==> src/rtl/bp_l15_pkg.sv <==
// Shared constants, state encodings and packet layouts for the BP <-> L1.5 miss engine.

`define BP_L15_DATA_PKT_S(idx_w, wy_w, blk_w) \
  struct packed { logic [idx_w-1:0] index; logic [wy_w-1:0] way; logic [blk_w-1:0] line; }

`define BP_L15_TAG_PKT_S(idx_w, wy_w, tg_w) \
  struct packed { logic [idx_w-1:0] index; logic [wy_w-1:0] way; logic [tg_w-1:0] tag; logic [1:0] coh_state; }

`define BP_L15_STAT_PKT_S(idx_w, wy_w) \
  struct packed { logic [idx_w-1:0] index; logic [wy_w-1:0] way; logic clear_dirty; }

package bp_l15_pkg;

  localparam logic [4:0] LOAD_RQ  = 5'b00000;
  localparam logic [4:0] STORE_RQ = 5'b00001;

  localparam logic [3:0] LOAD_RET = 4'b0000;
  localparam logic [3:0] ST_ACK   = 4'b0100;

  localparam logic [2:0] SZ_1B  = 3'd0;
  localparam logic [2:0] SZ_2B  = 3'd1;
  localparam logic [2:0] SZ_4B  = 3'd2;
  localparam logic [2:0] SZ_8B  = 3'd3;
  localparam logic [2:0] SZ_16B = 3'd7;

  localparam logic [1:0] COH_E = 2'b10;

  typedef enum logic [1:0] {IDLE, SEND, WAIT, FILL} state_e;

  typedef enum logic [1:0] {MODE_CACHED, MODE_UC_LOAD, MODE_UC_STORE} req_mode_e;

  // Map an uncached log2-bytes size onto the L1.5 size encoding.
  function automatic logic [2:0] l15_size(input logic [1:0] log2_bytes);
    case (log2_bytes)
      2'd0:    return SZ_1B;
      2'd1:    return SZ_2B;
      2'd2:    return SZ_4B;
      default: return SZ_8B;
    endcase
  endfunction

endpackage

==> src/rtl/bp_l15_byteswap64.sv <==
// Combinational byte reversal of a 64-bit word (BP little-endian <-> L1.5 big-endian).

module bp_l15_byteswap64 (
  input  logic [63:0] data_i,
  output logic [63:0] data_o
);

  // Byte i of the output takes byte 7-i of the input.
  always_comb begin
    data_o = '0;
    for (int unsigned i = 0; i < 8; i++) begin
      data_o[8*i +: 8] = data_i[8*(7-i) +: 8];
    end
  end

endmodule

==> src/rtl/bp_l15_miss_engine.sv <==
// BP D-cache miss engine: multi-beat cached line fills and uncached 1-8B accesses over L1.5.

module bp_l15_miss_engine
  import bp_l15_pkg::*;
#(
  parameter int unsigned paddr_width_p = 40,
  parameter int unsigned sets_p        = 64,
  parameter int unsigned ways_p        = 8,
  parameter int unsigned block_width_p = 512,
  localparam int unsigned beats_lp     = block_width_p / 128,
  localparam int unsigned offset_w_lp  = $clog2(block_width_p / 8),
  localparam int unsigned index_w_lp   = $clog2(sets_p),
  localparam int unsigned way_w_lp     = $clog2(ways_p),
  localparam int unsigned tag_w_lp     = paddr_width_p - index_w_lp - offset_w_lp
)(
  input  logic                                         clk_i,
  input  logic                                         reset_n_i,

  output logic                                         ready_o,
  input  logic                                         load_miss_i,
  input  logic                                         uncached_load_req_i,
  input  logic                                         uncached_store_req_i,
  input  logic [paddr_width_p-1:0]                     miss_addr_i,
  input  logic [way_w_lp-1:0]                          lru_way_i,
  input  logic [1:0]                                   size_i,
  input  logic [63:0]                                  store_data_i,
  output logic [63:0]                                  uc_data_o,
  output logic                                         uc_data_v_o,

  output logic [4:0]                                   transducer_l15_rqtype,
  output logic [2:0]                                   transducer_l15_size,
  output logic                                         transducer_l15_val,
  output logic [39:0]                                  transducer_l15_address,
  output logic [63:0]                                  transducer_l15_data,
  output logic                                         transducer_l15_nc,
  output logic [3:0]                                   transducer_l15_amo_op,
  output logic                                         transducer_l15_threadid,
  output logic                                         transducer_l15_prefetch,
  output logic                                         transducer_l15_invalidate_cacheline,
  output logic                                         transducer_l15_blockstore,
  output logic                                         transducer_l15_blockinitstore,
  output logic [1:0]                                   transducer_l15_l1rplway,
  output logic [63:0]                                  transducer_l15_data_next_entry,
  output logic [32:0]                                  transducer_l15_csm_data,
  input  logic                                         l15_transducer_ack,

  input  logic                                         l15_transducer_val,
  input  logic [3:0]                                   l15_transducer_returntype,
  input  logic [63:0]                                  l15_transducer_data_0,
  input  logic [63:0]                                  l15_transducer_data_1,
  output logic                                         transducer_l15_req_ack,

  output logic [index_w_lp+way_w_lp+block_width_p-1:0] data_mem_pkt_o,
  output logic                                         data_mem_pkt_v_o,
  input  logic                                         data_mem_pkt_yumi_i,
  output logic [index_w_lp+way_w_lp+tag_w_lp+2-1:0]    tag_mem_pkt_o,
  output logic                                         tag_mem_pkt_v_o,
  input  logic                                         tag_mem_pkt_yumi_i,
  output logic [index_w_lp+way_w_lp+1-1:0]             stat_mem_pkt_o,
  output logic                                         stat_mem_pkt_v_o,
  input  logic                                         stat_mem_pkt_yumi_i
);

  localparam int unsigned cnt_w_lp = (beats_lp > 1) ? $clog2(beats_lp) : 1;

  typedef `BP_L15_DATA_PKT_S(index_w_lp, way_w_lp, block_width_p) data_pkt_s;
  typedef `BP_L15_TAG_PKT_S(index_w_lp, way_w_lp, tag_w_lp)       tag_pkt_s;
  typedef `BP_L15_STAT_PKT_S(index_w_lp, way_w_lp)                stat_pkt_s;

  state_e                   state_r, state_n;
  req_mode_e                mode_r, req_mode;
  logic [paddr_width_p-1:0] addr_r;
  logic [way_w_lp-1:0]      way_r;
  logic [1:0]               size_r;
  logic [63:0]              st_data_r;
  logic [cnt_w_lp-1:0]      beat_r;
  logic [block_width_p-1:0] line_r;
  logic                     data_sent_r, tag_sent_r, stat_sent_r;

  logic                     req_any, capture, beat_wr, last_beat;
  logic                     ret_fire, ret_match, ret_done, fill_done;
  logic [63:0]              st_data_sw, ret_d0_sw, ret_d1_sw;
  logic [paddr_width_p-1:0] cached_addr;
  data_pkt_s                data_pkt;
  tag_pkt_s                 tag_pkt;
  stat_pkt_s                stat_pkt;

  bp_l15_byteswap64 u_swap_st (.data_i(st_data_r),             .data_o(st_data_sw));
  bp_l15_byteswap64 u_swap_d0 (.data_i(l15_transducer_data_0), .data_o(ret_d0_sw));
  bp_l15_byteswap64 u_swap_d1 (.data_i(l15_transducer_data_1), .data_o(ret_d1_sw));

  assign transducer_l15_amo_op               = '0;
  assign transducer_l15_threadid             = 1'b0;
  assign transducer_l15_prefetch             = 1'b0;
  assign transducer_l15_invalidate_cacheline = 1'b0;
  assign transducer_l15_blockstore           = 1'b0;
  assign transducer_l15_blockinitstore       = 1'b0;
  assign transducer_l15_l1rplway             = '0;
  assign transducer_l15_data_next_entry      = '0;
  assign transducer_l15_csm_data             = '0;

  // Request decode, return matching and beat/fill bookkeeping.
  always_comb begin
    req_any     = load_miss_i | uncached_load_req_i | uncached_store_req_i;
    req_mode    = load_miss_i ? MODE_CACHED : (uncached_load_req_i ? MODE_UC_LOAD : MODE_UC_STORE);
    ret_fire    = (state_r == WAIT) && l15_transducer_val;
    ret_match   = (mode_r == MODE_UC_STORE) ? (l15_transducer_returntype == ST_ACK)
                                            : (l15_transducer_returntype == LOAD_RET);
    ret_done    = ret_fire && ret_match;
    last_beat   = (beat_r == cnt_w_lp'(beats_lp - 1));
    // A packet counts as delivered once its yumi has been seen, now or earlier.
    fill_done   = (data_sent_r | data_mem_pkt_yumi_i) & (tag_sent_r | tag_mem_pkt_yumi_i)
                & (stat_sent_r | stat_mem_pkt_yumi_i);
    cached_addr = {addr_r[paddr_width_p-1:offset_w_lp], {offset_w_lp{1'b0}}}
                | (paddr_width_p'(beat_r) << 4);
  end

  // Next-state logic and all L1.5 / BP-side outputs.
  always_comb begin
    state_n                = state_r;
    capture                = 1'b0;
    beat_wr                = 1'b0;
    ready_o                = reset_n_i && (state_r == IDLE);
    transducer_l15_val     = 1'b0;
    transducer_l15_rqtype  = LOAD_RQ;
    transducer_l15_size    = '0;
    transducer_l15_address = '0;
    transducer_l15_data    = '0;
    transducer_l15_nc      = 1'b0;
    transducer_l15_req_ack = 1'b0;
    uc_data_v_o            = 1'b0;
    uc_data_o              = '0;
    data_mem_pkt_v_o       = 1'b0;
    tag_mem_pkt_v_o        = 1'b0;
    stat_mem_pkt_v_o       = 1'b0;
    data_mem_pkt_o         = '0;
    tag_mem_pkt_o          = '0;
    stat_mem_pkt_o         = '0;
    data_pkt               = '{index: addr_r[offset_w_lp +: index_w_lp], way: way_r, line: line_r};
    tag_pkt                = '{index: addr_r[offset_w_lp +: index_w_lp], way: way_r,
                               tag: addr_r[paddr_width_p-1 -: tag_w_lp], coh_state: COH_E};
    stat_pkt               = '{index: addr_r[offset_w_lp +: index_w_lp], way: way_r, clear_dirty: 1'b1};

    case (state_r)
      IDLE: begin
        if (req_any) begin
          capture = 1'b1;
          state_n = SEND;
        end
      end
      SEND: begin
        transducer_l15_val = 1'b1;
        if (mode_r == MODE_CACHED) begin
          transducer_l15_size    = SZ_16B;
          transducer_l15_address = 40'(cached_addr);
        end else begin
          transducer_l15_nc      = 1'b1;
          transducer_l15_size    = l15_size(size_r);
          transducer_l15_address = 40'(addr_r);
        end
        if (mode_r == MODE_UC_STORE) begin
          transducer_l15_rqtype = STORE_RQ;
          transducer_l15_data   = st_data_sw;
        end
        if (l15_transducer_ack) state_n = WAIT;
      end
      WAIT: begin
        transducer_l15_req_ack = l15_transducer_val;
        if (ret_done) begin
          case (mode_r)
            MODE_CACHED: begin
              beat_wr = 1'b1;
              state_n = last_beat ? FILL : SEND;
            end
            MODE_UC_LOAD: begin
              uc_data_v_o = 1'b1;
              uc_data_o   = addr_r[3] ? ret_d1_sw : ret_d0_sw;
              state_n     = IDLE;
            end
            default: state_n = IDLE;
          endcase
        end
      end
      FILL: begin
        data_mem_pkt_v_o = ~data_sent_r;
        tag_mem_pkt_v_o  = ~tag_sent_r;
        stat_mem_pkt_v_o = ~stat_sent_r;
        data_mem_pkt_o   = data_pkt;
        tag_mem_pkt_o    = tag_pkt;
        stat_mem_pkt_o   = stat_pkt;
        if (fill_done) state_n = IDLE;
      end
      default: state_n = IDLE;
    endcase
  end

  // State register.
  always_ff @(posedge clk_i or negedge reset_n_i) begin
    if (!reset_n_i) state_r <= IDLE;
    else            state_r <= state_n;
  end

  // Request capture, line assembly and per-packet sent flags.
  always_ff @(posedge clk_i or negedge reset_n_i) begin
    if (!reset_n_i) begin
      mode_r      <= MODE_CACHED;
      addr_r      <= '0;
      way_r       <= '0;
      size_r      <= '0;
      st_data_r   <= '0;
      beat_r      <= '0;
      line_r      <= '0;
      data_sent_r <= 1'b0;
      tag_sent_r  <= 1'b0;
      stat_sent_r <= 1'b0;
    end else begin
      if (capture) begin
        mode_r      <= req_mode;
        addr_r      <= miss_addr_i;
        way_r       <= lru_way_i;
        size_r      <= size_i;
        st_data_r   <= store_data_i;
        beat_r      <= '0;
        data_sent_r <= 1'b0;
        tag_sent_r  <= 1'b0;
        stat_sent_r <= 1'b0;
      end
      if (beat_wr) begin
        line_r[{beat_r, 7'b0} +: 128] <= {ret_d1_sw, ret_d0_sw};
        beat_r                        <= beat_r + 1'b1;
      end
      if (state_r == FILL) begin
        if (data_mem_pkt_yumi_i) data_sent_r <= 1'b1;
        if (tag_mem_pkt_yumi_i)  tag_sent_r  <= 1'b1;
        if (stat_mem_pkt_yumi_i) stat_sent_r <= 1'b1;
      end
    end
  end

endmodule
==> config.mk <==
export PLATFORM = sky130hd
export DESIGN_NAME = bp_l15_miss_engine
export DESIGN_NICKNAME = d
export VERILOG_FILES = /design/src/rtl/bp_l15_pkg.sv /design/src/rtl/bp_l15_byteswap64.sv /design/src/rtl/bp_l15_miss_engine.sv
export SDC_FILE = /design/constraint.sdc
export NUM_CORES = 1
export LEC_CHECK = 0
export BUFFER_PORTS_ARGS = -buffer_cell sky130_fd_sc_hd__clkbuf_2
export CORE_AREA = 10 10 421 423
export CTS_CLUSTER_SIZE = 14
export DETAILED_ROUTE_END_ITERATION = 12
export DIE_AREA = 0 0 431 433
export PLACE_DENSITY = 0.49
export SLEW_MARGIN = 40
export SYNTH_ARGS = -nofsm -noshare
export SYNTH_HDL_FRONTEND = slang
export SYNTH_SLANG_ARGS = --single-unit
==> constraint.sdc <==
create_clock -name clk_i -period 2.05 [get_ports clk_i]
set_input_delay 0.41 -clock clk_i [delete_from_list [all_inputs] [get_ports clk_i]]
set_output_delay 0.41 -clock clk_i [all_outputs]
set_load 0.02 [all_outputs]
Yosys cells after proc, flatten, opt, wreduce, memory -nomap -nowiden:

Cells that the tools add are included.

* bits in registers: 630
* bits of input ports: 251
* output and inout port bits: 862

* add/sub/neg operators: 2
* equality and inequality tests: 13
* shift operators: 2
* multiplexer cells: 53
* bitwise gates (word level): 11
* reduce and logical (&&, ||, !) cells: 9

Operators with widths (count)
* two-way mux 521 bit: 1
* bitwise mux 512 bit: 1
* variable shift 128 x 11 -> 512 bit (first input constant): 1
* variable part select 128 x 11 -> 512 bit: 1
* two-way mux 64 bit: 6
* two-way mux 40 bit: 2
* OR 40 x 6 -> 40 bit: 1
* two-way mux 39 bit: 1
* two-way mux 1 bit: 27
* two-way mux 2 bit: 10
* negation 9 -> 11 bit: 1
* equality test 2 bit (second input constant): 5
* two-way mux 10 bit: 1
* inequality test 2 bit (second input constant): 4
* case mux 2 bit (4 select lines): 1
* equality test 2 x 1 -> 1 bit (second input constant): 3
* logical NOT 2 bit: 3
* two-way mux 3 bit: 2
* case mux 2 bit (3 select lines): 1
* OR 1 bit: 5
* equality test 4 x 3 -> 1 bit (second input constant): 1
* logical NOT 4 bit: 1
* AND reduction 4 bit: 1
* logical AND 1 bit: 3
* other kinds (4): 7

Longest topological paths before layout:

Gate-level depths: netlist of the first run.

* depth after elaboration: 7
* depth in mapped cells: 10
* depth with buffers taken out: 6

By module:

From an unflattened synthesis of the first run, not the netlist that was laid out.

* cell total of the unflattened synthesis: 4029
* area, all modules: 34513.1 µm²

By module, submodules not included
* bp_l15_miss_engine: times used 1, cells each 3837, area an instance 33071.7 µm², seq. area each 15765.1 µm²
* bp_l15_byteswap64: times used 3, cells each 64, area an instance 480.5 µm², seq. area each 0.0 µm²

Least setup slack after synthesis of the first run:

Ideal clock, no wire load.

* path type: register -> output
* start: register state_r[0]
* end: output uc_data_o[63]
* data arrival time: 2013 ps
* data required time: 1640 ps
* path slack: -373 ps
* cell stages (with the launch flop): 8
* buffers on the path: 3
* path through: dfrtp_1 -> buf_6 -> and3b_1 -> buf_4 -> and2_1 -> nand3_1 -> buf_2 -> nor4b_1

* word-level cells in the longest chain between the ends: 5

Ends and longest elaborated chain
* start: declaration: line bp_l15_miss_engine.sv:70 `state_e state_r, state_n;`
* start signal: assignment: line bp_l15_miss_engine.sv:200 `else state_r <= state_n;`
* equality test 2 bit (*): line bp_l15_miss_engine.sv:106, bp_l15_miss_engine.sv:144
* logical AND 1 bit: line bp_l15_miss_engine.sv:106 `ret_fire = (state_r == WAIT) && l15_transducer_val;`
* logical AND 1 bit: line bp_l15_miss_engine.sv:109 `ret_done = ret_fire && ret_match;`
* two-way mux 64 bit: line bp_l15_miss_engine.sv:169 `if (ret_done) begin`
* two-way mux 64 bit (*): line bp_l15_miss_engine.sv:144 `case (state_r)`
* end: declaration: line bp_l15_miss_engine.sv:27 `output logic [63:0] uc_data_o,`

Every way passes the cells marked *; elsewhere a longest branch is shown, timed or not.

Final worst setup path of the first run:

* start: register state_r[0]
* end: output data_mem_pkt_o[337]

* word-level cells in the longest chain between the ends: 2

Ends and longest elaborated chain
* equality test 2 bit: line bp_l15_miss_engine.sv:144
* two-way mux 521 bit: line bp_l15_miss_engine.sv:144
* end: declaration: line bp_l15_miss_engine.sv:53 `output logic [index_w_lp+way_w_lp+block_width_p-1:0] data_mem_pkt_o,`

No other way between the ends.

==> impl_metrics.csv, run 1 <==
group,metric,value,unit
setup_path,startpoint_type,"flip-flop",
cts,cts-htree-levels,3,
setup_path,endpoint_kind,"output pin",
worst_hold_path,hp-class,"in2reg",
cells_and_area,layout-drive-gt1-share,37.1,%
status,violations,"negative setup slack",
floorplanning,core_area,169000,µm²
cells_and_area,final_cell_mix,"1355 x nand2_1, 899 x clkbuf_2, 627 x dfrtp_1, 570 x and3_1, 300 x o21ai_2",
setup_path,worstSetupPathType,"reg2out",
grt,grt_max_degree,123,
power,powerDensity,1010,nW/µm²
cells_and_area,fin_nets,5284,
place,dp_hpwl,136000,µm
timing,hold_ws,82.7,ps
floorplanning,die_w,431,µm
floorplanning,dieArea,187000,µm²
cells_and_area,multi_input_comb_area,15100,µm²
timing,fin_tns_setup,-488820,ps
grt,grt_overflow,0,
cells_and_area,seqCellArea,15800,µm²
cts,cts_sinks,630,
setup_path,setup.worst_path.end,"data_mem_pkt_o[337]",
cts,cts_root_buffer,"clkbuf_16",
cts,numCtsBuffers,79,
route,via_per_inst,4.44,
timing,skew,33.9,ps
setup_path,r2r_end,"line_r[470]$_DFFE_PN0P_",
place,place_area,41800,µm²
setup_path,timing.critical_path.from,"state_r[0]$_DFFE_PN0P_",
timing,hold_violations,0,
power,p_leak,25.4,nW
route,post_drt_wl_per_cell,25.4,µm
timing,timing.slew.headroom,46.7,%
yosys,avgSynthCellArea,8.62,µm²
yosys,synth_cell_types,44,
yosys,syn_area,33100,µm²
cells_and_area,final_area,47800,µm²
power,total_power,48.2,mW
floorplanning,initial_core_util,19.6,%
timing,fmax,360,MHz
yosys,synth_top_flop_cell,"dfrtp_1",
timing,tightest_slew,799,ps
yosys,ys_ff_latch,630,
cells_and_area,layout.cells.most_common,"nand2_1",
timing,period_needed,2780,ps
grt,grt_usage,18.9,%
setup_path,r2r-start,"state_r[0]$_DFFE_PN0P_",
yosys,synth-edff-count,0,
grt,grt_antenna_before_repair,15,
timing,setup_violations,1187,
route,drtIter0Drc,2475,
yosys,synth-async-reset-ratio,100,%
grt,grt_pass1_vias,33300,
route,dr.pass1.iters,5,
cts,cts_tree,"yes",
floorplanning,pin_count,1113,
yosys,synth.yosys.seq_area_share,47.7,%
place,place.gp.congestion,0.875,
setup_path,r2r_slack,-300,ps
setup_path,cp_data_arrival_time,2370,ps
yosys,synthCells,3837,
timing,rsz0062_at_grt,"true",
cts,path_clk_slew,60,ps
setup_path,reg2reg_depth,8,
timing,finalCritPeriodShare,135,%
route,ant_nets,0,
grt,grt_first_pass_wirelength,256000,µm
route,wirelength,186000,µm
flow_run,cap_violations,0,
floorplanning,die_y,433,µm
cells_and_area,fillers,18000,
cells_and_area,area_delta_synth_final,44.5,%
cts,clockBufferDepth,3,
status,outcome,"finished with violations",
yosys,yosysWarnings,0,
timing,finalWorstSetupSlack,-725,ps
route,drc,0,
setup_path,crit_path_max_fanout,42,
power,peakVddDrop,771,µV
cts,insertion_delay,670,ps
setup_path,cp.required,1640,ps
timing,report.final.slew_viol_count,0,
route,vias,32500,
floorplanning,row_count,151,
place,port_buffers,999,
## routing by layer
layer | track usage [%] | vias to the layer above | wire length [µm] | part of all wire (%)
met1 | 22.3 | 16100 | 72700 | 39
li1 | - | 14800 | - | -
met2 | 31.1 | 1284 | 88800 | 48
met3 | 6.07 | 298 | 15100 | 8.1
met5 | 0 | - | 23 | 0.012
met4 | 8.36 | 4 | 8940 | 4.8
## layout make-up
type                    count  share of cell area, %
flip-flops and latches    630                   33.0
multi-input cells        2829                   31.7
repair buffers           1481                   24.0
well taps                2218                   5.81
clock buffers             117                   4.99
clock inverters            22                  0.393
diodes                     12                 0.0628
inverters                   6                 0.0576
## worst min-delay path by stage
stage | from | endpoint | slack [ps] | cells past startpoint
after global placement | st_data_r[35]$_DFFE_PN0P_ | st_data_r[35]$_DFFE_PN0P_ | 450 | 2
after global routing | l15_transducer_data_0[2] | line_r[58]$_DFFE_PN0P_ | 40 | 3
after floorplan | reset_n_i | addr_r[0]$_DFFE_PN0P_ | 110 | 0
after detailed placement | st_data_r[43]$_DFFE_PN0P_ | st_data_r[43]$_DFFE_PN0P_ | 450 | 2
final | l15_transducer_data_0[2] | line_r[314]$_DFFE_PN0P_ | 80 | 3
after CTS | l15_transducer_data_0[2] | line_r[314]$_DFFE_PN0P_ | 0.08 | 3
## power by group
group | leakage (nW) | switching [mW] | internal [mW]
Sequential | 8.59 | 1.19 | 14.2
Clock | 1.28 | 5.90 | 8.27
Combinational | 15.5 | 11.1 | 7.46
## what timing repair did
item                                    CTS  global route
buffers inserted                         28             5
endpoints found under the hold margin   326             0
gates cloned                             27             2
resized for setup                       213           126
hold buffers                            115             0
pin swaps                                 1            18
endpoints found under the setup margin  839          1263
## state kept, by name (all words and copies together) (netlist names)
name,flops
addr_r,40
size_r,2
stat_sent_r,1
mode_r,2
beat_r,2
way_r,3
tag_sent_r,1
state_r,2
data_sent_r,1
st_data_r,64
line_r,512
## kinds of logic (layout without fill, tap and decap cells)
| kind of cell | count (synthesis) | in the layout | share of synthesized area (%) |
|---|---|---|---|
| adders and majority gates | 6 | 6 | 0.227 |
| other | 1 | 125 | 0.0113 |
| and+or+nand+nor | 2111 | 2111 | 29.3 |
| buffers and inverters | 490 | 1626 | 9.27 |
| muxes | 65 | 65 | 1.97 |
| AOI/OAI and AO/OA | 533 | 533 | 11.6 |
| xor gates and xnor gates | 1 | 1 | 0.0265 |
| DFF | 630 | 630 | 47.7 |
## per-stage QoR
| stage | instances | utilization, % | setup WS (ps) |
|---|---|---|---|
| 2_1_floorplan | 3949 | - | -84.8 |
| 3_3_place_gp | 6989 | 24.7 | -435 |
| 3_5_place_dp | 6989 | 24.7 | -504 |
| 4_1_cts | 7298 | 28.1 | -819 |
| 5_1_grt | 7305 | 28.3 | -857 |
| 6_report | 7315 | 28.3 | -725 |
## cell usage after synthesis, types with 2 or more instances
master	count	area [µm²]
nor2_1	76	285
a22o_1	3	26.3
nand2_1	1355	5090
mux2i_1	65	651
buf_1	5	18.8
buf_12	33	661
o21ai_0	149	746
a31oi_1	2	12.5
buf_4	133	998
nor3_1	3	15.0
ha_1	6	75.1
a21oi_1	5	25.0
nand2_4	3	33.8
nor3b_1	7	52.6
inv_1	5	18.8
clkbuf_1	250	938
o21ai_1	67	335
and2_1	41	257
buf_2	46	230
nand4_1	3	18.8
buf_6	16	180
dfrtp_1	630	15800
a21o_1	2	15.0
and3_1	613	3830
o21ai_2	300	2630
## critical path: stages, from the launching register on
cell      delay [ps]
dfrtp_4          400
buf_4            240
buf_16           230
buf_16           240
and3_1           250
clkbuf_2         200
No activity file was read; power rests on OpenSTA's default activity.
==> inputs of run 2 (changes only) <==
- PLACE_DENSITY: 0.49 -> 0.48
- clock period: 2.05 -> 2.8 ns (I/O delays scaled with it)
==> impl_metrics.csv, run 2 (synthesis results as in run 1) <==
group,metric,value,unit
route,ant_nets,0,
setup_path,cp.required,2240,ps
cells_and_area,layout-drive-gt1-share,36.6,%
power,clockPowerShare,30.1,%
place,place.gp.congestion,0.877,
route,drtIter0Drc,2708,
route,wirelength,190000,µm
setup_path,r2r_slack,150,ps
power,p_leak,24.6,nW
setup_path,startpoint_type,"flip-flop",
grt,grt_antenna_before_repair,22,
cells_and_area,fin_nets,5101,
setup_path,timing.critical_path.from,"state_r[0]$_DFFE_PN0P_",
timing,finalCritPeriodShare,106,%
status,violations,"negative setup slack",
floorplanning,initial_core_util,19.6,%
setup_path,cp_data_arrival_time,2410,ps
place,dp_slack,144,ps
cells_and_area,fillers,18100,
setup_path,reg2reg_depth,7,
cells_and_area,largest_reg_flops,512,
route,drc,0,
setup_path,r2r_end,"line_r[140]$_DFFE_PN0P_",
route,wl_met2,91600,µm
place,dp_hpwl,129000,µm
route,vias,32100,
floorplanning,core_area,169000,µm²
timing,setup_violations,320,
cts,clockBufferDepth,3,
floorplanning,dieArea,187000,µm²
route,wl_met3,12300,µm
timing,timing.slew.headroom,47.3,%
cells_and_area,multi_input_comb_area,15500,µm²
floorplanning,die_y,433,µm
cells_and_area,final_cell_mix,"1354 x nand2_1, 799 x clkbuf_2, 625 x dfrtp_1, 558 x and3_1, 300 x o21ai_2",
power,p_int,21.6,mW
floorplanning,pin_count,1113,
timing,fmax,337,MHz
power,p_sw,14.0,mW
cts,cts_sinks,630,
floorplanning,die_w,431,µm
timing,finalWorstSetupSlack,-167,ps
cts,numCtsBuffers,79,
cells_and_area,area_delta_synth_final,42.1,%
cts,insertion_delay,690,ps
setup_path,r2r-start,"beat_r[0]$_DFFE_PN0P_",
cells_and_area,max_flop_register,"line_r",
cts,cts_tree,"yes",
timing,skew,37.8,ps
grt,grt_pass1_vias,32200,
cts,cts-htree-levels,3,
cells_and_area,seqCellArea,15800,µm²
power,powerDensity,758,nW/µm²
cells_and_area,postLayoutCoreUtil,27.9,%
timing,hold_ws,85.8,ps
route,via_per_inst,4.50,
timing,tightest_slew,768,ps
timing,report.final.slew_viol_count,0,
route,m1WireLength,78500,µm
cells_and_area,layout.cells.most_common,"nand2_1",
setup_path,endpoint_kind,"output pin",
setup_path,worstSetupPathType,"reg2out",
grt,grt_first_pass_wirelength,255000,µm
route,routed.top_layer,"met5",
route,post_drt_wl_per_cell,26.6,µm
timing,hold_violations,0,
grt,grt_max_degree,133,
grt,grt_usage,18.7,%
floorplanning,row_count,151,
status,outcome,"finished with violations",
setup_path,setup.worst_path.end,"uc_data_o[13]",
setup_path,crit_path_max_fanout,8,
power,peakVddDrop,519,µV
power,power_frac_seq,31.9,%
timing,rsz0062_at_grt,"true",
cts,path_clk_slew,60,ps
grt,grt_overflow,0,
flow_run,cap_violations,0,
cts,cts_root_buffer,"clkbuf_16",
power,total_power,35.6,mW
place,port_buffers,999,
cells_and_area,largestRegisters,"line_r: 512 flops, st_data_r: 64 flops, addr_r: 40 flops",
route,dr.pass1.iters,7,
timing,period_needed,2970,ps
power,swShare,39.3,%
power,power_frac_comb,38.0,%
worst_hold_path,hp-class,"in2reg",
[run 2: worst min-delay path by stage]
stage / startpoint / end / slack, ps / cells past startpoint
floorplan: reset_n_i / addr_r[0]$_DFFE_PN0P_ / 260 / 0
global placement: st_data_r[33]$_DFFE_PN0P_ / st_data_r[33]$_DFFE_PN0P_ / 450 / 2
detailed placement: st_data_r[34]$_DFFE_PN0P_ / st_data_r[34]$_DFFE_PN0P_ / 450 / 2
CTS: miss_addr_i[26] / addr_r[26]$_DFFE_PN0P_ / 4 / 3
global route: miss_addr_i[14] / addr_r[14]$_DFFE_PN0P_ / 30 / 3
finish: miss_addr_i[26] / addr_r[26]$_DFFE_PN0P_ / 90 / 3
[run 2: final cells by class]
class | instances | area share, %
Clock buffer | 122 | 4.98
Sequential cell | 630 | 33.6
Clock inverter | 20 | 0.658
Tap cell | 2218 | 5.91
Multi-Input combinational cell | 2829 | 33.0
Antenna cell | 9 | 0.0479
Inverter | 6 | 0.0639
Timing Repair Buffer | 1298 | 21.8
[run 2: power groups by stage]
| stage | sequential (mW) | clock [mW] | combinational (mW) |
|---|---|---|---|
| final | 11.4 | 10.7 | 13.5 |
| after global routing | 11.5 | 11.3 | 14.4 |
| after CTS | 11.4 | 11.0 | 12.2 |
| after floorplan | 11.0 | 0 | 6.08 |
| after detailed placement | 11.6 | 0 | 9.72 |
| after global placement | 11.5 | 0 | 9.67 |
[run 2: metrics by stage]
step	cell area, µm²	std cells	TNS, ps
finish	47000	7132	-19360
floorplan	33500	3949	0
detailed placement	40100	6821	0
global placement	40100	6821	0
CTS	45500	7089	-69720
global route	47000	7129	-89000
[run 2: critical path, stage by stage (launching register included)]
cell       delay (ps)
dfrtp_4           490
and3b_2           250
and2_4            160
nand3_4            90
buf_12            180
clkbuf_16         230
nor2_4            130
buf_6             130
[run 2: layer usage]
layer | global-route usage [%] | up-vias
li1 | - | 14400
met1 | 23.4 | 16000
met2 | 31.6 | 1316
met3 | 3.94 | 270
met4 | 6.90 | 2
met5 | 0 | -
[run 2: repair_timing]
item	4_1_cts	5_1_grt
pin swaps	5	33
buffers inserted	21	9
gates cloned	29	24
hold buffers	76	0
setup endpoints to repair	675	692
hold endpoints to repair	89	0
resized for setup	273	351
